$ cat config.mk
export PLATFORM = sky130hd
export DESIGN_NAME = perm_engine
export DESIGN_NICKNAME = d
export VERILOG_FILES = /design/src/rtl/perm_engine.sv
export SDC_FILE = /design/constraint.sdc
export NUM_CORES = 1
export LEC_CHECK = 0
export BUFFER_PORTS_ARGS = -buffer_cell sky130_fd_sc_hd__buf_2
export CAP_MARGIN = 25
export CORE_MARGIN = 2
export CORE_UTILIZATION = 53
export CTS_CLUSTER_DIAMETER = 80
export DETAILED_ROUTE_END_ITERATION = 8
export GPL_ROUTABILITY_DRIVEN = 0
export PLACE_DENSITY = 0.75
export SETUP_SLACK_MARGIN = 0.4
export SLEW_MARGIN = 20
export SYNTH_ARGS = -nofsm -noshare
export SYNTH_HDL_FRONTEND = slang
export SYNTH_SLANG_ARGS = --single-unit
$ cat constraint.sdc
create_clock -name clk -period 4 [get_ports clk]
set_clock_uncertainty 0.2 [all_clocks]
set_input_delay 0 -clock clk [delete_from_list [all_inputs] [get_ports clk]]
set_output_delay 0 -clock clk [all_outputs]
set_load 0.01 [all_outputs]
$ cat src/rtl/perm_engine.sv
// perm_engine: runtime-programmable bit-permutation engine with one registered
// valid/ready stage. The reset map is DEFAULT_MAP (the S-DES initial permutation
// by default). A shadow map is loaded entry by entry and copied to the active map
// only after a sequential bijection check passes.
// Optional feature macro: PERM_INV_EN. When it is defined, in_inv selects the
// inverse permutation for each word. When it is undefined, the engine is
// forward-only and in_inv is ignored.
module perm_engine #(
  parameter int WIDTH = 8,
  parameter int IDX_W = $clog2(WIDTH),
  parameter logic [0:WIDTH*IDX_W-1] DEFAULT_MAP = {3'd1, 3'd5, 3'd2, 3'd0,
                                                   3'd3, 3'd7, 3'd4, 3'd6}
) (
  input  logic             clk,
  input  logic             rst_n,
  input  logic             in_valid,
  output logic             in_ready,
  input  logic [0:WIDTH-1] in_data,
  input  logic             in_inv,
  output logic             out_valid,
  input  logic             out_ready,
  output logic [0:WIDTH-1] out_data,
  input  logic             cfg_we,
  input  logic [IDX_W-1:0] cfg_idx,
  input  logic [IDX_W-1:0] cfg_src,
  input  logic             cfg_commit,
  output logic             cfg_busy,
  output logic             cfg_err
);

  // Indices are zero-extended by one bit so that an in-range test also works
  // when WIDTH is not a power of two.
  localparam logic [IDX_W:0]   WIDTH_C = (IDX_W+1)'(WIDTH);
  localparam logic [IDX_W-1:0] K_LAST  = IDX_W'(WIDTH - 1);

  typedef enum logic [0:0] {ST_IDLE, ST_CHECK} state_t;

  state_t           state_q, state_d;
  logic [IDX_W-1:0] k_q, k_d;
  logic [WIDTH-1:0] seen_q, seen_d;
  logic             fail_q, fail_d;
  logic             err_q, err_d;
  logic             shadow_we;
  logic             active_load;

  logic [IDX_W-1:0] active_q [WIDTH];
  logic [IDX_W-1:0] shadow_q [WIDTH];

  logic             out_valid_q;
  logic [0:WIDTH-1] out_data_q;
  logic [0:WIDTH-1] perm_fwd;
  logic [0:WIDTH-1] perm_sel;
  logic             accept;

  // Configuration FSM state and check bookkeeping.
  always_ff @(posedge clk) begin
    if (!rst_n) begin
      state_q <= ST_IDLE;
      k_q     <= '0;
      seen_q  <= '0;
      fail_q  <= 1'b0;
      err_q   <= 1'b0;
    end else begin
      state_q <= state_d;
      k_q     <= k_d;
      seen_q  <= seen_d;
      fail_q  <= fail_d;
      err_q   <= err_d;
    end
  end

  // Next-state logic. A commit clears the error flag and the seen mask. The
  // check then walks one shadow entry per cycle and marks each source bit.
  always_comb begin
    logic [IDX_W-1:0] src;
    logic             src_ok;
    logic             fail_now;
    state_d     = state_q;
    k_d         = k_q;
    seen_d      = seen_q;
    fail_d      = fail_q;
    err_d       = err_q;
    shadow_we   = 1'b0;
    active_load = 1'b0;
    src         = shadow_q[k_q];
    src_ok      = ({1'b0, src} < WIDTH_C);
    fail_now    = fail_q;
    case (state_q)
      ST_IDLE: begin
        // A write in the same cycle as a commit lands before the check reads it.
        shadow_we = cfg_we && ({1'b0, cfg_idx} < WIDTH_C);
        if (cfg_commit) begin
          state_d = ST_CHECK;
          k_d     = '0;
          seen_d  = '0;
          fail_d  = 1'b0;
          err_d   = 1'b0;
        end
      end
      ST_CHECK: begin
        if (!src_ok) begin
          fail_now = 1'b1;
        end else begin
          if (seen_q[src]) fail_now = 1'b1;
          seen_d[src] = 1'b1;
        end
        fail_d = fail_now;
        k_d    = k_q + IDX_W'(1);
        if (k_q == K_LAST) begin
          state_d = ST_IDLE;
          if (fail_now) err_d = 1'b1;
          else          active_load = 1'b1;
        end
      end
      default: state_d = ST_IDLE;
    endcase
  end

  // Map storage. Both maps reload the default on reset. The active map changes
  // only when a check passes.
  always_ff @(posedge clk) begin
    if (!rst_n) begin
      for (int i = 0; i < WIDTH; i++) begin
        shadow_q[i] <= DEFAULT_MAP[i*IDX_W +: IDX_W];
        active_q[i] <= DEFAULT_MAP[i*IDX_W +: IDX_W];
      end
    end else begin
      if (shadow_we) shadow_q[cfg_idx] <= cfg_src;
      if (active_load) begin
        for (int i = 0; i < WIDTH; i++) active_q[i] <= shadow_q[i];
      end
    end
  end

  // Forward permutation through the active map: out[i] = in[map[i]].
  always_comb begin
    perm_fwd = '0;
    for (int i = 0; i < WIDTH; i++) perm_fwd[i] = in_data[active_q[i]];
  end

`ifdef PERM_INV_EN
  logic [0:WIDTH-1] perm_inv;

  // Inverse permutation: out[map[i]] = in[i]. in_inv is applied at the moment
  // of acceptance, so it travels with its word through the output register.
  always_comb begin
    perm_inv = '0;
    for (int i = 0; i < WIDTH; i++) perm_inv[active_q[i]] = in_data[i];
    perm_sel = in_inv ? perm_inv : perm_fwd;
  end
`else
  logic unused_inv;
  assign unused_inv = in_inv;

  // Forward-only build: in_inv has no effect.
  always_comb begin
    perm_sel = perm_fwd;
  end
`endif

  assign in_ready = !out_valid_q || out_ready;
  assign accept   = in_valid && in_ready;

  // Output register. It loads on acceptance and holds its word while stalled.
  always_ff @(posedge clk) begin
    if (!rst_n) begin
      out_valid_q <= 1'b0;
      out_data_q  <= '0;
    end else if (accept) begin
      out_valid_q <= 1'b1;
      out_data_q  <= perm_sel;
    end else if (out_ready) begin
      out_valid_q <= 1'b0;
    end
  end

  assign out_valid = out_valid_q;
  assign out_data  = out_data_q;
  assign cfg_busy  = (state_q == ST_CHECK);
  assign cfg_err   = err_q;

endmodule

==> After elaboration in Yosys (flattened, before gate mapping) <==
Memories as Yosys holds them, arrays and structs flattened. A register that Yosys moved wholly into a read port is not among the register bits.
Index checks and enable logic that the tools add are counted.
{ "word_totals": {"inputBits": 21, "ramBits": 48, "output_inout_bits": 12, "n_memories": 2, "reg_bits": 23, "elab_cells": 117} }
{ "op_classes": {"addsub": 1, "n_eq_ne": 4, "n_reduce_logical": 7, "bitwise_logic": 18, "magnitude_cmp": 10, "n_mux": 68} }
{ "memory_table": {"columns": ["name", "depth", "width", "rd", "rd_clocked_by_memory_dff", "wr", "line_no", "text"], "rows": [
  ["active_q", 8, 3, 8, 0, 8, "46", "logic [IDX_W-1:0] active_q [WIDTH];"],
  ["shadow_q", 8, 3, 9, 1, 8, "47", "logic [IDX_W-1:0] shadow_q [WIDTH];"]
]} }
{ "ops": {"columns": ["cell", "n"], "rows": [
  ["$mux 1", 39],
  ["$mux 3", 13],
  ["$ge 4x4->1 const B", 8],
  ["$not 3->4", 8],
  ["$bmux 1 s3", 9],
  ["$pmux 8 s2", 1],
  ["$mux 8", 1],
  ["$or 1x1->1", 8],
  ["$or 8x8->8", 1],
  ["$pmux 1 s2", 3],
  ["$pmux 3 s2", 1],
  ["$lt 3x4->1 const B", 1],
  ["$ne 2x1->1 const B", 2],
  ["$add 3x1->3 const B", 1],
  ["$demux 1 s3", 1],
  ["$eq 3x3->1 const B", 1],
  ["$ge 3x1->1 const B", 1],
  ["$reduce_and 3->1", 1],
  ["$reduce_or 3->1", 1],
  ["$logic_and 1x1->1", 2],
  ["$ne 2x2->1 const B", 1],
  ["$reduce_bool 2->1", 1],
  ["$logic_not 1->1", 1],
  ["$logic_or 1x1->1", 1],
  ["$not 1->1", 1]
]} }

==> Longest topological paths before layout <==
{ "logic_depth": {"word_depth": 11, "depth_mapped": 8, "ltp_nobuf": 6} }

==> Least setup slack after synthesis <==
Ideal clock, no wire load.
{ "synth_timing": {"path_type": "register to register", "startpoint": "reg (tool-made name)", "endpoint": "mem active_q[0][0] in the netlist's numbering, enable pin", "n_path_buf": 1, "t_arrival_ns": 3.594, "path_slack_ns": -0.233, "stages_incl_launch_ff": 7, "synth_period_minus_slack_ns": 4.233, "required_time_ns": 3.362, "setup_time_ns": 0.438, "cell_sequence": "dfxtp_1 > clkbuf_1 > mux4_2 > mux2_2 > a22oi_2 > nand4_4 > o21ai_0"} }
{ "synth_lines": {"columns": ["element", "line_no"], "rows": [
  ["end, declared", "46"]
]} }

==> impl_metrics.tcl <==
set metrics [dict create \
    initial_core_util_pct 54.24 \
    cts-root-buf "clkbuf_8" \
    first_pass_iters 4 \
    synth.most_common_cell "edfxtp_1" \
    fin_area_um2 4215 \
    grt-ovfl-total 0 \
    first_global_vias 2236 \
    clkTransAtPathRegs_ps 80 \
    clock_sinks 74 \
    drv_cap 0 \
    antenna_found_initial 0 \
    fp.dieH_um 87.16 \
    ys_async_sr_fraction_pct 0 \
    cp-start-kind "flop" \
    tritoncts "yes" \
    min_period_ps 3078 \
    rows 30 \
    status "complete, no violations" \
    fillCellCount 520 \
    areaGrowthSynthToFinish_pct 15.02 \
    clk_path_buf_depth 2 \
    slew_viol_final 0 \
    postRouteAntennaNets 0 \
    postSynthCellCount 291 \
    die-area_um2 7596 \
    nNetsFinal 355 \
    grt_util_all_layers_pct 19.15 \
    whs_ps 39.36 \
    synth_largest_area_cell "edfxtp_1" \
    yosysWarnings 0 \
    grt_max_degree 43 \
    grt_pass1_wl_um 10760 \
    cp_max_fo 24 \
    p_per_area_nw_per_um2 395.6 \
    drt_iter0_markers 129 \
    worst_ep_arrival_time_ps 2900 \
    synth_commonest_cells "48 x edfxtp_1, 26 x dfxtp_1, 23 x nand2_1, 21 x mux2i_1, 19 x mux4_2" \
    cts.htree.levels 3 \
    timing.final.setup_violations 0 \
    drive_above_1_share_pct 23.74 \
    power.leakage_uw 0.001567 \
    numPortBuffers 31 \
    dp.final_hpwl_um 4893 \
    setup_tns_ps 0 \
    seq_area_frac_synth_pct 53.53 \
    syn_area_um2 3665 \
    wl_per_cell_um 16.24 \
    syn_nets 314 \
    synth_edf_count 48 \
    synth_top_area_share_pct 39.33 \
    synth_flop_cell "edfxtp_1" \
    fmax_mhz 324.9 \
    clock_latency_ps 350 \
    boundaryPins 33 \
    hold_viol 0 \
    cts_made_buffers 9 \
    rsz0062_at_grt "false" \
    relSlewSlack_pct 53.61 \
    power_uw 1667 \
    avgSynthCellArea_um2 12.59 \
    vias_per_cell 5.633 \
    finalCritPeriodShare_pct 76.94 \
    drc 0 \
    postPlaceCellArea_um2 3874 \
    die_w_um 87.16 \
    postCtsSetupRepairBufs 0 \
    ys_ff_latch 74 \
    hold_class "in2reg" \
    core_um2 6756 \
    tightest_slew_ps 695.9 \
    num_vias 2349 \
    ir_drop_mv 0.2223 \
    end_kind "flop" \
    path_class "reg2reg" \
    routed_wl_um 6771 \
    post-route-util_pct 62.39 \
    antennaDiodeCount 0 \
    synth.distinct_cells 39 \
    crit_required_ps 3820 \
    synth_area_leaders "edfxtp_1 39%, dfxtp_1 14%, mux4_2 12%" \
]
-- layout make-up --
| class | instances | area, um2 | share of cell area (%) |
|---|---|---|---|
| clock buffer | 14 | 205.2 | 4.868 |
| clock inverter | 2 | 36.28 | 0.8608 |
| inverter | 7 | 26.28 | 0.6233 |
| multi-input combinational | 198 | 1623 | 38.50 |
| sequential | 74 | 1962 | 46.54 |
| tap | 80 | 100.1 | 2.375 |
| timing repair buffer | 42 | 262.8 | 6.233 |
-- critical path, stage by stage (launching register included) --
cell	delay [ps]
dfxtp_1	600
mux2i_1	140
mux4_2	600
mux2_2	320
a22oi_2	230
nand4_4	200
o21ai_2	150
buf_4	310
-- stage by stage --
step	setup slack [ps]	cells
floorplan	418.8	291
global placement	953.2	391
detailed placement	918.2	391
CTS	922.1	417
global route	762.7	417
finish	922.2	417
-- placed cells by master (no fill, tap or decap), types with 4 or more instances in the layout --
master,n
dlygate4sd3_1,10
nand2_1,23
nand2b_1,12
nor3_1,6
mux2i_1,21
inv_1,7
nor3b_1,4
o21ai_0,6
clkbuf_8,11
and2_1,9
o211a_1,8
buf_2,31
mux2_2,4
nand3_1,4
mux4_2,19
edfxtp_1,48
a21oi_1,4
dfxtp_1,26
nor2_1,13
or3_1,11
a22oi_1,7
nor2b_1,13
and3_1,9
or2_2,5
-- registers in the layout (all words and copies together) (netlist names), named ones only --
name       cells
cfg_err        1
active_q      24
seen_q         8
fail_q         1
cfg_busy       1
shadow_q      24
out_valid      1
k_q            3
out_data       8
-- report_power, final --
group / internal, uW / total (uW) / leakage, uW / switching (uW)
clock: 399 / 664 / 0.000124 / 265
combinational: 69.6 / 148 / 0.000811 / 78.8
sequential: 836 / 855 / 0.000633 / 19.1
-- worst paths after layout --
path	cells past startpoint	start	slack (ps)	to
setup reg to reg	7	flop	920	active_q[1][4]
hold / removal	2	rst_n	40	out_data[6]
hold reg to reg	2	cfg_err	270	cfg_err
setup / recovery	7	flop	920	active_q[1][4]
-- per-layer routing --
layer  track usage, %  routed length [um]  up-vias
met3            3.981                 226        9
li1                 -                   -     1182
met1            24.51                3214     1113
met4            8.811                 102        0
met5                0                   0        -
met2            31.44                3228       45
-- repair_timing --
item	4_1_cts	5_1_grt
setup endpoints to repair	0	0
hold buffers	10	0
gates resized for setup	0	0
endpoints found under the hold margin	34	0
-- cell families after synthesis --
family          count (synthesis)  share of synthesized area [%]
compound gates                 34                          6.726
flops                          74                          53.53
mux                            44                          18.64
simple gates                  118                          18.13
buf+inv                        19                          2.287
fa+ha+maj                       2                         0.6827
(Power assumes the default switching activity.)
